`src/rtl/vde_sprite_fetch_ctrl_if.sv`:
```
// Sprite fetch controller bus bundle: line control, attribute table port, sprite memory port, line buffer write port.
// No latency of its own; pure wiring between the controller (master) and its environment (slave).
// No backpressure: the line buffer write port is a strobe that must be accepted every cycle it is high.
interface vde_sprite_fetch_ctrl_if #(
  parameter int NUM_SPRITES  = 16,
  parameter int MAX_PER_LINE = 4
);
  localparam int IW = $clog2(NUM_SPRITES);
  localparam int CW = $clog2(MAX_PER_LINE) + 1;
  localparam int SW = (MAX_PER_LINE > 1) ? $clog2(MAX_PER_LINE) : 1;

  logic          line_start_i;
  logic [7:0]    line_i;
  logic          busy_o;
  logic          done_o;
  logic          overflow_o;
  logic [CW-1:0] count_o;
  logic [IW-1:0] attr_addr_o;
  logic [31:0]   attr_data_i;
  logic [10:0]   sprite_mem_addr_o;
  logic [31:0]   sprite_mem_data_i;
  logic          lb_we_o;
  logic [SW-1:0] lb_slot_o;
  logic          lb_word_o;
  logic [8:0]    lb_x_o;
  logic [31:0]   lb_data_o;

  modport master (
    input  line_start_i, line_i, attr_data_i, sprite_mem_data_i,
    output busy_o, done_o, overflow_o, count_o, attr_addr_o, sprite_mem_addr_o,
           lb_we_o, lb_slot_o, lb_word_o, lb_x_o, lb_data_o
  );

  modport slave (
    output line_start_i, line_i, attr_data_i, sprite_mem_data_i,
    input  busy_o, done_o, overflow_o, count_o, attr_addr_o, sprite_mem_addr_o,
           lb_we_o, lb_slot_o, lb_word_o, lb_x_o, lb_data_o
  );
endinterface

```
`src/rtl/vde_sprite_fetch_ctrl.sv`:
```
// Per-scanline sprite fetch sequencer: scans the attribute table, fetches 2 words per visible sprite into the line buffer.
// Latency: 3 cycles per invisible entry, 5 per fetched entry, plus start and done cycles; memories have 1-cycle read latency.
// No backpressure: line buffer writes are fire-and-forget; line_start while busy is dropped. Option macro: VDE_SPRITE_HFLIP_EN.
module vde_sprite_fetch_ctrl #(
  parameter int NUM_SPRITES  = 16,
  parameter int MAX_PER_LINE = 4
) (
  input  logic                   clk_i,
  input  logic                   rst_i,
  vde_sprite_fetch_ctrl_if.master bus
);
  localparam int IW = $clog2(NUM_SPRITES);
  localparam int CW = $clog2(MAX_PER_LINE) + 1;
  localparam int SW = (MAX_PER_LINE > 1) ? $clog2(MAX_PER_LINE) : 1;

  typedef enum logic [2:0] {
    S_IDLE, S_ATTR, S_CHK, S_FETCH0, S_FETCH1, S_NEXT, S_DONE
  } state_t;

  state_t        state_q, state_d;
  logic [7:0]    line_q;
  logic [IW-1:0] idx_q;
  logic [CW-1:0] cnt_q;
  logic          ovf_q;
  logic [5:0]    tile_q;
  logic [3:0]    row_q;
  logic [8:0]    x_q;

  logic [7:0]    row_c;
  logic          vis_c;
  logic          full_c;
  logic          last_c;
  logic          flip_c;
  logic          flip_q;
  logic [31:0]   lb_pix_c;
  logic          unused_attr;

  logic [10:0]   mem_addr_c;
  logic          lb_we_c;
  logic          lb_word_c;
  logic          done_c;

  // Row within the sprite wraps modulo 256 so sprites straddling the top of the screen work.
  assign row_c  = line_q - bus.attr_data_i[7:0];
  assign vis_c  = bus.attr_data_i[31] && (row_c[7:4] == 4'd0);
  assign full_c = (cnt_q == CW'(MAX_PER_LINE));
  assign last_c = (idx_q == IW'(NUM_SPRITES - 1));

`ifdef VDE_SPRITE_HFLIP_EN
  // Mirror a row by reversing the 8 nibbles of a pixel word.
  function automatic logic [31:0] rev_nib(input logic [31:0] d);
    rev_nib = '0;
    for (int i = 0; i < 8; i++) rev_nib[4*i +: 4] = d[4*(7-i) +: 4];
  endfunction

  // A flipped sprite reads memory word 1 first so no buffering is needed.
  assign flip_c      = bus.attr_data_i[8];
  assign lb_pix_c    = flip_q ? rev_nib(bus.sprite_mem_data_i) : bus.sprite_mem_data_i;
  assign unused_attr = ^bus.attr_data_i[15:9];
`else
  assign flip_c      = 1'b0;
  assign flip_q      = 1'b0;
  assign lb_pix_c    = bus.sprite_mem_data_i;
  assign unused_attr = ^bus.attr_data_i[15:8];
`endif

  // State register; synchronous reset returns to IDLE and wins over a coincident start.
  always_ff @(posedge clk_i) begin
    if (rst_i) state_q <= S_IDLE;
    else       state_q <= state_d;
  end

  // Next-state and Moore/Mealy outputs for the scan sequence.
  always_comb begin
    state_d    = state_q;
    mem_addr_c = '0;
    lb_we_c    = 1'b0;
    lb_word_c  = 1'b0;
    done_c     = 1'b0;
    case (state_q)
      S_IDLE:   if (bus.line_start_i) state_d = S_ATTR;
      S_ATTR:   state_d = S_CHK;
      S_CHK: begin
        if (vis_c) begin
          if (!full_c) begin
            mem_addr_c = {bus.attr_data_i[30:25], row_c[3:0], flip_c};
            state_d    = S_FETCH0;
          end else begin
            state_d = S_DONE;
          end
        end else begin
          state_d = S_NEXT;
        end
      end
      S_FETCH0: begin
        mem_addr_c = {tile_q, row_q, ~flip_q};
        lb_we_c    = 1'b1;
        state_d    = S_FETCH1;
      end
      S_FETCH1: begin
        lb_we_c   = 1'b1;
        lb_word_c = 1'b1;
        state_d   = S_NEXT;
      end
      S_NEXT:   state_d = last_c ? S_DONE : S_ATTR;
      S_DONE: begin
        done_c  = 1'b1;
        state_d = S_IDLE;
      end
      default:  state_d = S_IDLE;
    endcase
  end

  // Scan datapath: latched line, table index, fetch count, sticky overflow and per-sprite fields.
  always_ff @(posedge clk_i) begin
    if (rst_i) begin
      line_q <= '0;
      idx_q  <= '0;
      cnt_q  <= '0;
      ovf_q  <= 1'b0;
      tile_q <= '0;
      row_q  <= '0;
      x_q    <= '0;
    end else begin
      case (state_q)
        S_IDLE: begin
          if (bus.line_start_i) begin
            line_q <= bus.line_i;
            idx_q  <= '0;
            cnt_q  <= '0;
            ovf_q  <= 1'b0;
          end
        end
        S_CHK: begin
          if (vis_c && !full_c) begin
            tile_q <= bus.attr_data_i[30:25];
            row_q  <= row_c[3:0];
            x_q    <= bus.attr_data_i[24:16];
          end
          if (vis_c && full_c) ovf_q <= 1'b1;
        end
        S_FETCH1: cnt_q <= cnt_q + CW'(1);
        S_NEXT:   if (!last_c) idx_q <= idx_q + IW'(1);
        default: ;
      endcase
    end
  end

`ifdef VDE_SPRITE_HFLIP_EN
  // Flip flag of the sprite being fetched.
  always_ff @(posedge clk_i) begin
    if (rst_i)                               flip_q <= 1'b0;
    else if (state_q == S_CHK && vis_c && !full_c) flip_q <= flip_c;
  end
`endif

  assign bus.busy_o            = (state_q != S_IDLE);
  assign bus.done_o            = done_c;
  assign bus.overflow_o        = ovf_q;
  assign bus.count_o           = cnt_q;
  assign bus.attr_addr_o       = idx_q;
  assign bus.sprite_mem_addr_o = mem_addr_c;
  assign bus.lb_we_o           = lb_we_c;
  assign bus.lb_word_o         = lb_word_c;
  assign bus.lb_slot_o         = lb_we_c ? cnt_q[SW-1:0] : '0;
  assign bus.lb_x_o            = lb_we_c ? x_q : '0;
  assign bus.lb_data_o         = lb_we_c ? lb_pix_c : '0;
endmodule

```
`src/flat_wrapper.sv`:
```
// flat-port wrapper written by rule: the top's interface ports become plain ports
module vde_sprite_fetch_ctrl_flat 
#(
  parameter int NUM_SPRITES  = 16,
  parameter int MAX_PER_LINE = 4
)
  (clk_i, rst_i, bus_line_start_i, bus_line_i, bus_attr_data_i, bus_sprite_mem_data_i, bus_busy_o, bus_done_o, bus_overflow_o, bus_count_o, bus_attr_addr_o, bus_sprite_mem_addr_o, bus_lb_we_o, bus_lb_slot_o, bus_lb_word_o, bus_lb_x_o, bus_lb_data_o);
  vde_sprite_fetch_ctrl_if #(.NUM_SPRITES(NUM_SPRITES), .MAX_PER_LINE(MAX_PER_LINE)) bus_i ();
  input  logic clk_i;
  input  logic rst_i;
  input wire logic [$bits(bus_i.line_start_i)-1:0] bus_line_start_i;
  input wire logic [$bits(bus_i.line_i)-1:0] bus_line_i;
  input wire logic [$bits(bus_i.attr_data_i)-1:0] bus_attr_data_i;
  input wire logic [$bits(bus_i.sprite_mem_data_i)-1:0] bus_sprite_mem_data_i;
  output wire logic [$bits(bus_i.busy_o)-1:0] bus_busy_o;
  output wire logic [$bits(bus_i.done_o)-1:0] bus_done_o;
  output wire logic [$bits(bus_i.overflow_o)-1:0] bus_overflow_o;
  output wire logic [$bits(bus_i.count_o)-1:0] bus_count_o;
  output wire logic [$bits(bus_i.attr_addr_o)-1:0] bus_attr_addr_o;
  output wire logic [$bits(bus_i.sprite_mem_addr_o)-1:0] bus_sprite_mem_addr_o;
  output wire logic [$bits(bus_i.lb_we_o)-1:0] bus_lb_we_o;
  output wire logic [$bits(bus_i.lb_slot_o)-1:0] bus_lb_slot_o;
  output wire logic [$bits(bus_i.lb_word_o)-1:0] bus_lb_word_o;
  output wire logic [$bits(bus_i.lb_x_o)-1:0] bus_lb_x_o;
  output wire logic [$bits(bus_i.lb_data_o)-1:0] bus_lb_data_o;
  assign bus_i.line_start_i = bus_line_start_i;
  assign bus_i.line_i = bus_line_i;
  assign bus_i.attr_data_i = bus_attr_data_i;
  assign bus_i.sprite_mem_data_i = bus_sprite_mem_data_i;
  assign bus_busy_o = bus_i.busy_o;
  assign bus_done_o = bus_i.done_o;
  assign bus_overflow_o = bus_i.overflow_o;
  assign bus_count_o = bus_i.count_o;
  assign bus_attr_addr_o = bus_i.attr_addr_o;
  assign bus_sprite_mem_addr_o = bus_i.sprite_mem_addr_o;
  assign bus_lb_we_o = bus_i.lb_we_o;
  assign bus_lb_slot_o = bus_i.lb_slot_o;
  assign bus_lb_word_o = bus_i.lb_word_o;
  assign bus_lb_x_o = bus_i.lb_x_o;
  assign bus_lb_data_o = bus_i.lb_data_o;
  vde_sprite_fetch_ctrl #(.NUM_SPRITES(NUM_SPRITES), .MAX_PER_LINE(MAX_PER_LINE)) u_core (.clk_i(clk_i), .rst_i(rst_i), .bus(bus_i));
endmodule
```
`config.mk`:
```
export PLATFORM = sky130hd
export DESIGN_NAME = vde_sprite_fetch_ctrl_flat
export DESIGN_NICKNAME = d
export VERILOG_FILES = /design/src/rtl/vde_sprite_fetch_ctrl_if.sv /design/src/rtl/vde_sprite_fetch_ctrl.sv /design/src/flat_wrapper.sv
export SDC_FILE = /design/constraint.sdc
export NUM_CORES = 1
export LEC_CHECK = 0
export CORE_MARGIN = 1
export CORE_UTILIZATION = 39
export CTS_CLUSTER_DIAMETER = 30
export CTS_CLUSTER_SIZE = 25
export DETAILED_ROUTE_END_ITERATION = 10
export PLACE_DENSITY = 0.89
export SETUP_SLACK_MARGIN = 0.15
export SYNTH_ARGS = -nofsm -noshare
export SYNTH_HDL_FRONTEND = slang
export SYNTH_SLANG_ARGS = --single-unit
```
`constraint.sdc`:
```
create_clock -name clk_i -period 3.72 [get_ports clk_i]
set_input_delay 0.372 -clock clk_i [delete_from_list [all_inputs] [get_ports clk_i]]
set_output_delay 0.372 -clock clk_i [all_outputs]
set_load 0.05 [all_outputs]
```
Yosys cells after proc, flatten, opt, wreduce, memory -nomap -nowiden
Index checks and enable logic that the tools add are counted.
W data, S select, Z words.
{ "totals": {"register_bits": 38, "n_memories": 0, "mem_bits_rw": 0, "latchBits": 0, "mem_bits_ro": 0} }
{ "classes": {"add_sub_neg": 3, "n_mul": 0, "div_mod_pow": 0, "shift": 0, "n_mux": 22, "reduce_logical": 16, "bitwise_logic": 0, "eq_ne": 11, "n_lt_le_gt_ge": 0} }
{ "op_table": {"columns": ["cell", "count"], "rows": [
  ["$mux W32", 1],
  ["$mux W11", 2],
  ["$pmux W11 S2", 1],
  ["$pmux W3 S6", 1],
  ["$mux W3", 5],
  ["$eq A3 B3 Y1 const B", 4],
  ["$mux W9", 1],
  ["$mux W4", 2],
  ["$pmux W4 S2", 1],
  ["$sub A8 B8 Y8", 1],
  ["$eq A3 B2 Y1 const B", 2],
  ["$pmux W3 S2", 1],
  ["$reduce_and A2 Y1", 3],
  ["$reduce_and A3 Y1", 2],
  ["$reduce_bool A2 Y1", 3],
  ["$mux W1", 5],
  ["$add A4 B1 Y4 const B", 1],
  ["$eq A4 B4 Y1 const B", 1],
  ["$logic_not A4 Y1", 1],
  ["$ne A2 B2 Y1 const B", 2],
  ["$add A3 B1 Y3 const B", 1],
  ["$eq A3 B1 Y1 const B", 1],
  ["$logic_and A1 B1 Y1", 3],
  ["$logic_not A3 Y1", 1],
  ["6 further kinds", 6]
]} }

Longest topological paths before layout
Gate-level depths: netlist of the first run.
{ "depth": {"depth_word": 6, "ltp_mapped": 11} }

Least setup slack after synthesis of the first run
No wires, ideal clock.
{ "synth_timing": {"path_type": "input to output", "from": "in bus_attr_data_i[0]", "to": "out bus_sprite_mem_addr_o[1]", "slack_ns": 0.007, "path_stages": 8, "path_buffers": 0, "t_required_ns": 3.348, "t_arrival_ns": 3.341, "path_cell_list": "ha_1 -> inv_1 -> fa_1 -> a21o_1 -> a21oi_1 -> mux2i_1 -> nand3_2 -> o41ai_1"} }
{ "synth_between": {"elab_chain_cells": 5} }
{ "synth_lines": {"columns": ["item", "line", "rtl"], "rows": [
  ["from (decl)", "flat_wrapper.sv:13", "input wire logic [$bits(bus_i.attr_data_i)-1:0] bus_attr_data_i;"],
  ["$sub A8 B8 Y8 (*)", "vde_sprite_fetch_ctrl.sv:44", "assign row_c = line_q - bus.attr_data_i[7:0];"],
  ["$logic_not A4 Y1", "vde_sprite_fetch_ctrl.sv:45", "assign vis_c = bus.attr_data_i[31] && (row_c[7:4] == 4'd0);"],
  ["$logic_and A1 B1 Y1", "vde_sprite_fetch_ctrl.sv:45", null],
  ["$mux W11 (*)", "vde_sprite_fetch_ctrl.sv:84", "if (vis_c) begin"],
  ["$pmux W11 S2 (*)", "vde_sprite_fetch_ctrl.sv:80", "case (state_q)"],
  ["to (decl)", "flat_wrapper.sv:20", "output wire logic [$bits(bus_i.sprite_mem_addr_o)-1:0] bus_sprite_mem_addr_o;"]
]} }
Mark *: on every way between the ends. The rest lies on a longest branch, timed or not.

Worst setup path in the final report of the first run
{ "layout_timing": {"from": "in bus_attr_data_i[0]", "to": "out bus_sprite_mem_addr_o[2]"} }
The elaborated chain is that of the path after synthesis.

==> results.json, run 1 <==
{
  "status": "finished, final reports clean",
  "clock_sinks": 38,
  "crit_type": "in2out",
  "worst-path-buf-inv": 4,
  "grt.total_usage_pct": 19.9,
  "cp_common_cell": "buf_12",
  "seq_area_frac_synth_pct": 30.2,
  "cts_htree_levels": 2,
  "cp.depth": 12,
  "p_leak_nw": 1.54,
  "avgRoutedWirePerCell_microns": 13.8,
  "drc_errors": 0,
  "synth-seq-cells": 38,
  "netlist_area_sq_mm": 0.00252,
  "portBuffers": 132,
  "cts_setup_buffers": 0,
  "setup_violations": 0,
  "fin_hold_ws_ns": 0.467,
  "wl_microns": 7030,
  "first_global_vias": 2320,
  "slowest_delay_ns": 0.51,
  "grt_max_degree": 45,
  "globalplace.congestion": 0.797,
  "die_area_sq_mm": 0.00679,
  "clkTransAtPathRegs_ns": 0.07,
  "synth.distinct_cells": 41,
  "io_pins": 141,
  "skew_ns": 0.00490,
  "grt_setup_unrepaired": "no",
  "synth_enable_flop_cells": 0,
  "final_util_pct": 68.0,
  "final_cells": 508,
  "cp-start-kind": "input port",
  "drv_slew": 0,
  "fmax_mhz": 292,
  "die_h_microns": 82.4,
  "crit_slowest_cell": "clkdlybuf4s50_1",
  "tns_ns": 0,
  "core_sq_mm": 0.00606,
  "post-place-cells": 499,
  "cp-startpoint": "bus_attr_data_i[0]",
  "r2r_setup_slack_ns": 1.05,
  "area_delta_synth_final_pct": 63.6,
  "power_density_mw_per_mm2": 256,
  "clock_latency_ns": 0.28,
  "root_buffer": "clkbuf_8",
  "async_flop_share_pct": 0,
  "syn_inst": 304,
  "design_area_sq_mm": 0.00412,
  "max_cap_viol_count": 0,
  "dp_hpwl_microns": 5290,
  "reg2regPathDepth": 11,
  "ys_dominant_reg_cell": "dfxtp_1",
  "yosysWarnings": 0,
  "num_rows": 28,
  "routed_via_density": 4.88,
  "hold_violations": 0,
  "min_from": "u_core.line_q[5]",
  "drt_iter0_drc": 84,
  "relSlewSlack_pct": 55.1,
  "antennaDiodeCount": 0,
  "antenna_found_initial": 0,
  "r2r_start": "u_core.line_q[0]",
  "tightest_slew_ns": 0.672,
  "cts_tree": "done",
  "drive_gt1_share_pct": 9.93,
  "hold_path_class": "reg2reg",
  "hold_depth": 2,
  "postSynthNetCount": 391,
  "dr.pass1.iters": 4,
  "crit_required_ns": 3.35,
  "cp-end-kind": "primary output",
  "fin_ws_ns": 0.294,
  "fin_crit_sh_pct": 92.1,
  "preCtsSetupSlack_ns": 0.241,
  "nNetsFinal": 519,
  "grt-ovfl-total": 0,
  "postRouteAntennaNets": 0,
  "cts_buffers": 5,
  "die_x_microns": 82.4,
  "cp.arrival_ns": 3.05,
  "fillers": 512,
  "grt_pass1_wl_microns": 10500,
  "syn_area_per_cell_sq_um": 8.29,
  "cp_max_fo": 14,
  "start_util_pct": 41.6,
  "placed_cell_area_sq_mm": 0.00401,
  "vdd_drop_max_uv": 162,
  "path_cells": "clkdlybuf4s50_1 -> ha_1 -> inv_1 -> fa_1 -> a21o_1 -> a21oi_1 -> mux2i_1 -> nand3_2 -> nor3_4 -> buf_12 -> a22o_2 -> buf_12",
  "vias": 2478,
  "hold_buffers": 0,
  "cts_buffer_depth": 2,
  "fin_crit_ns": 3.43,
  "post_cts_resized": 0,
  "p_total_mw": 1.05,
  "path_delay_family": "buffers and inverters"
}
final timing paths:
| path | endpoint |
|---|---|
| setup / recovery | bus_sprite_mem_addr_o[2] |
| hold / removal | u_core.line_q[5] |
| setup reg to reg | u_core.row_q[0] |
| hold reg to reg | u_core.line_q[5] |
cells in the final DEF (no fill, tap or decap), drive strengths merged, types with 3 or more instances in the layout:
cell type        n
clkdlybuf4s50  122
clkbuf           8
xor2             4
dfxtp           38
nor3b            3
ha              11
nand2           27
nor2b           44
nand2b          41
inv             16
a21oi           21
nor3             8
mux2i           20
buf             14
a22o             9
o21ai            4
nor2            19
state kept, by name, summed over array words and instances, names as in the netlist:
register and count:
u_core.bus.attr_addr_o 4, u_core.bus.count_o 3, u_core.bus.overflow_o 1, u_core.line_q 8, u_core.row_q 4, u_core.state_q 3
u_core.tile_q 6, u_core.x_q 9
metal layers:
layer	wire, microns	track usage (%)
met1	2960	23.2
met5	0	0
met3	298	3.41
met2	3720	37.5
met4	44	4.56
worst reg2reg max path, stage by stage, from the launching register on:
cell	delay, ns
dfxtp_1	0.32
inv_1	0.10
ha_1	0.15
inv_1	0.05
fa_1	0.40
a21o_1	0.20
a21oi_1	0.18
mux2i_1	0.24
nand3_2	0.17
nor3_4	0.27
buf_12	0.19
mux2_4	0.30
synthesized netlist by cell type, types with 2 or more instances:
library cell,number,area (sq um)
or3_1,2,12.5
nor3b_1,3,22.5
a21oi_1,21,105
nand2b_1,41,257
xor2_1,4,35.0
dfxtp_1,38,761
nor3_1,7,35.0
buf_8,2,30.0
a22o_2,7,70.1
ha_1,11,138
nand2_1,26,97.6
o21ai_0,3,15.0
nor2_1,19,71.3
mux2i_1,20,200
a22o_4,2,35.0
and2_1,2,12.5
nor2b_1,44,275
clkbuf_1,14,52.6
inv_1,16,60.1
cell type report:
type / count / area (sq um) / area share [%]
Clock buffer: 7 / 86.3 / 2.09
Tap cell: 75 / 93.8 / 2.28
Multi-Input combinational cell: 234 / 1630 / 39.5
Sequential cell: 38 / 761 / 18.5
Inverter: 16 / 60.1 / 1.46
Clock inverter: 1 / 5.00 / 0.121
Timing Repair Buffer: 137 / 1490 / 36.1
power by group:
group	switching, mW	internal (mW)	leakage (nW)
Clock	0.139	0.149	0.0482
Combinational	0.184	0.156	1.18
Sequential	0.0101	0.417	0.308
cell families (layout without fill, tap and decap cells):
group                    count (synthesis)  after routing  synth area share [%]
adder cells (fa/ha/maj)                 12             12                  6.26
flip-flops                              38             38                  30.2
multiplexers                            21             21                  8.54
buffers and inverters                   32            161                  5.66
AO/OA/AOI/OAI                           44             44                  13.6
AND/OR/NAND/NOR                        151            151                  33.4
XOR/XNOR                                 6              6                  2.38
Power figures use the tool's default switching activity.
==> inputs of run 2 (changes only) <==
Settings changed: CTS_CLUSTER_DIAMETER 30 to not set, REMOVE_ABC_BUFFERS set to 1.
==> run 2 against run 1 <==
Via count decreased by 1.6%; count of clock-buffer cells in the layout is the same; core utilization shrank 0.29 points; maximum frequency grew 1.7%; global-route usage is 0.59 points lower; wire length decreased by 3.1%; combinational power barely moved; setup slack better by 0.057 ns.
==> results.json, run 2 (synthesized netlist as in run 1, its figures left out) <==
{
  "slowest_delay_ns": 0.49,
  "hold_path_class": "reg2reg",
  "nNetsFinal": 520,
  "share_seq_of_total_power_pct": 40.4,
  "design_area_sq_mm": 0.00410,
  "reg2reg_to": "u_core.row_q[0]",
  "core_sq_mm": 0.00606,
  "p_comb_share_pct": 32.1,
  "hold_violations": 0,
  "antennaDiodeCount": 0,
  "met2_usage_pct": 33.5,
  "dp_hpwl_microns": 5300,
  "fin_crit_ns": 3.37,
  "drive_gt1_share_pct": 9.91,
  "post-place-cells": 501,
  "die_x_microns": 82.4,
  "min_from": "u_core.line_q[4]",
  "switchingPower_mw": 0.335,
  "root_buffer": "clkbuf_8",
  "vdd_drop_max_uv": 188,
  "tns_ns": 0,
  "area_delta_synth_final_pct": 62.9,
  "vias": 2438,
  "grt_setup_unrepaired": "no",
  "first_global_vias": 2172,
  "routed_via_density": 4.79,
  "reg2regPathDepth": 11,
  "antenna_found_initial": 0,
  "clock_sinks": 38,
  "r2r_start": "u_core.line_q[0]",
  "drt_iter0_drc": 56,
  "grt_max_degree": 45,
  "globalplace.congestion": 0.816,
  "num_rows": 28,
  "cp_common_cell": "buf_12",
  "cts_buffer_depth": 2,
  "hold_depth": 2,
  "cp.arrival_ns": 3.00,
  "tightest_slew_ns": 0.865,
  "crit_type": "in2out",
  "p_int_mw": 0.722,
  "final_cells": 509,
  "clock_latency_ns": 0.29,
  "cp_max_fo": 22,
  "placed_cell_area_sq_mm": 0.00401,
  "power_density_mw_per_mm2": 258,
  "final_common_cell": "clkdlybuf4s50_1",
  "top_register": "u_core.x_q",
  "dr.pass1.iters": 4,
  "grt-busiest-layer": "met2",
  "path_cells": "clkdlybuf4s50_1 -> ha_1 -> inv_1 -> fa_1 -> a21o_1 -> a21oi_1 -> mux2i_1 -> nand3_2 -> nor3_4 -> buf_12 -> a22o_2 -> buf_12",
  "wl_microns": 6810,
  "power_switching_share_pct": 31.7,
  "relSlewSlack_pct": 42.1,
  "die_h_microns": 82.4,
  "post_cts_resized": 0,
  "p_leak_nw": 1.53,
  "cts_buffers": 5,
  "hold_end": "u_core.line_q[4]",
  "max_cap_viol_count": 0,
  "cts_htree_levels": 2,
  "met3_usage_pct": 3.74,
  "cts_tree": "done",
  "globalRouteMet1Util_pct": 23.9,
  "grt.total_usage_pct": 19.3,
  "largestRegisters": "u_core.x_q (9), u_core.line_q (8), u_core.tile_q (6)",
  "start_util_pct": 41.6,
  "grt-ovfl-total": 0,
  "p_clk_share_pct": 27.6,
  "grt_pass1_wl_microns": 10000,
  "fin_crit_sh_pct": 90.6,
  "clkTransAtPathRegs_ns": 0.07,
  "setup_violations": 0,
  "fmax_mhz": 297,
  "portBuffers": 132,
  "drv_slew": 0,
  "layout_common_cells": "122 x clkdlybuf4s50_1, 44 x nor2b_1, 41 x nand2b_1",
  "cts_setup_buffers": 0,
  "cp-end-kind": "primary output",
  "status": "finished, final reports clean",
  "r2r_setup_slack_ns": 1.14,
  "skew_ns": 0.00383,
  "drc_errors": 0,
  "io_pins": 141,
  "largest_register_ffs": 9,
  "hold_buffers": 0,
  "crit_slowest_cell": "clkdlybuf4s50_1",
  "die_area_sq_mm": 0.00679,
  "cp-start-kind": "input port",
  "avgRoutedWirePerCell_microns": 13.4,
  "postRouteAntennaNets": 0,
  "crit_required_ns": 3.35
}
## run 2: how the worst max path moves through the flow
stage / slack (ns) / end / cells past startpoint / startpoint
2_1_floorplan: 0.007 / bus_sprite_mem_addr_o[1] / 8 / bus_attr_data_i[0]
3_3_place_gp: 0.37 / bus_sprite_mem_addr_o[2] / 12 / bus_attr_data_i[0]
3_5_place_dp: 0.31 / bus_sprite_mem_addr_o[7] / 12 / bus_attr_data_i[0]
4_1_cts: 0.28 / bus_sprite_mem_addr_o[7] / 12 / bus_attr_data_i[0]
5_1_grt: 0.19 / bus_sprite_mem_addr_o[7] / 12 / bus_attr_data_i[0]
6_report: 0.35 / bus_sprite_mem_addr_o[7] / 12 / bus_attr_data_i[0]
## run 2: power by group through the flow
stage / combinational [mW] / sequential, mW / clock [mW]
global route: 0.365 / 0.428 / 0.318
CTS: 0.341 / 0.427 / 0.299
detailed placement: 0.338 / 0.436 / 0
floorplan: 0.193 / 0.436 / 0
finish: 0.340 / 0.427 / 0.291
global placement: 0.328 / 0.435 / 0
## run 2: per-layer routing
layer  routed length (microns)  part of all wire (%)  vias up
met2                      3470                    51       65
met1                      2960                    44     1106
met5                         0                     0        -
li1                          -                     -     1260
met3                       300                   4.4        7
met4                        72                   1.1        0
## run 2: area by class of cell
| cell class | count | area (sq um) |
|---|---|---|
| clock inverters | 1 | 5.00 |
| fillers | 489 | 1960 |
| well taps | 75 | 93.8 |
| clock buffers | 7 | 86.3 |
| repair buffers | 138 | 1480 |
| multi-input cells | 234 | 1620 |
| inverters | 16 | 60.1 |
| flip-flops and latches | 38 | 761 |
## run 2: worst max-delay path, delay by kind of cell
kind / cells / cell delay [ns]
buf+inv: 4 / 0.89
fa+ha+maj: 2 / 0.56
mux: 1 / 0.23
simple gates: 2 / 0.36
compound gates: 3 / 0.57
## run 2: stage by stage
| stage | hold slack, ns | util, % | worst slack (ns) | power [mW] |
|---|---|---|---|---|
| after floorplan | 0.430 | - | 0.00706 | 0.629 |
| after global placement | 0.446 | 66.2 | 0.368 | 0.763 |
| after detailed placement | 0.454 | 66.2 | 0.309 | 0.774 |
| after CTS | 0.464 | 67.7 | 0.282 | 1.07 |
| after global routing | 0.480 | 67.7 | 0.188 | 1.11 |
| final | 0.463 | 67.7 | 0.351 | 1.06 |
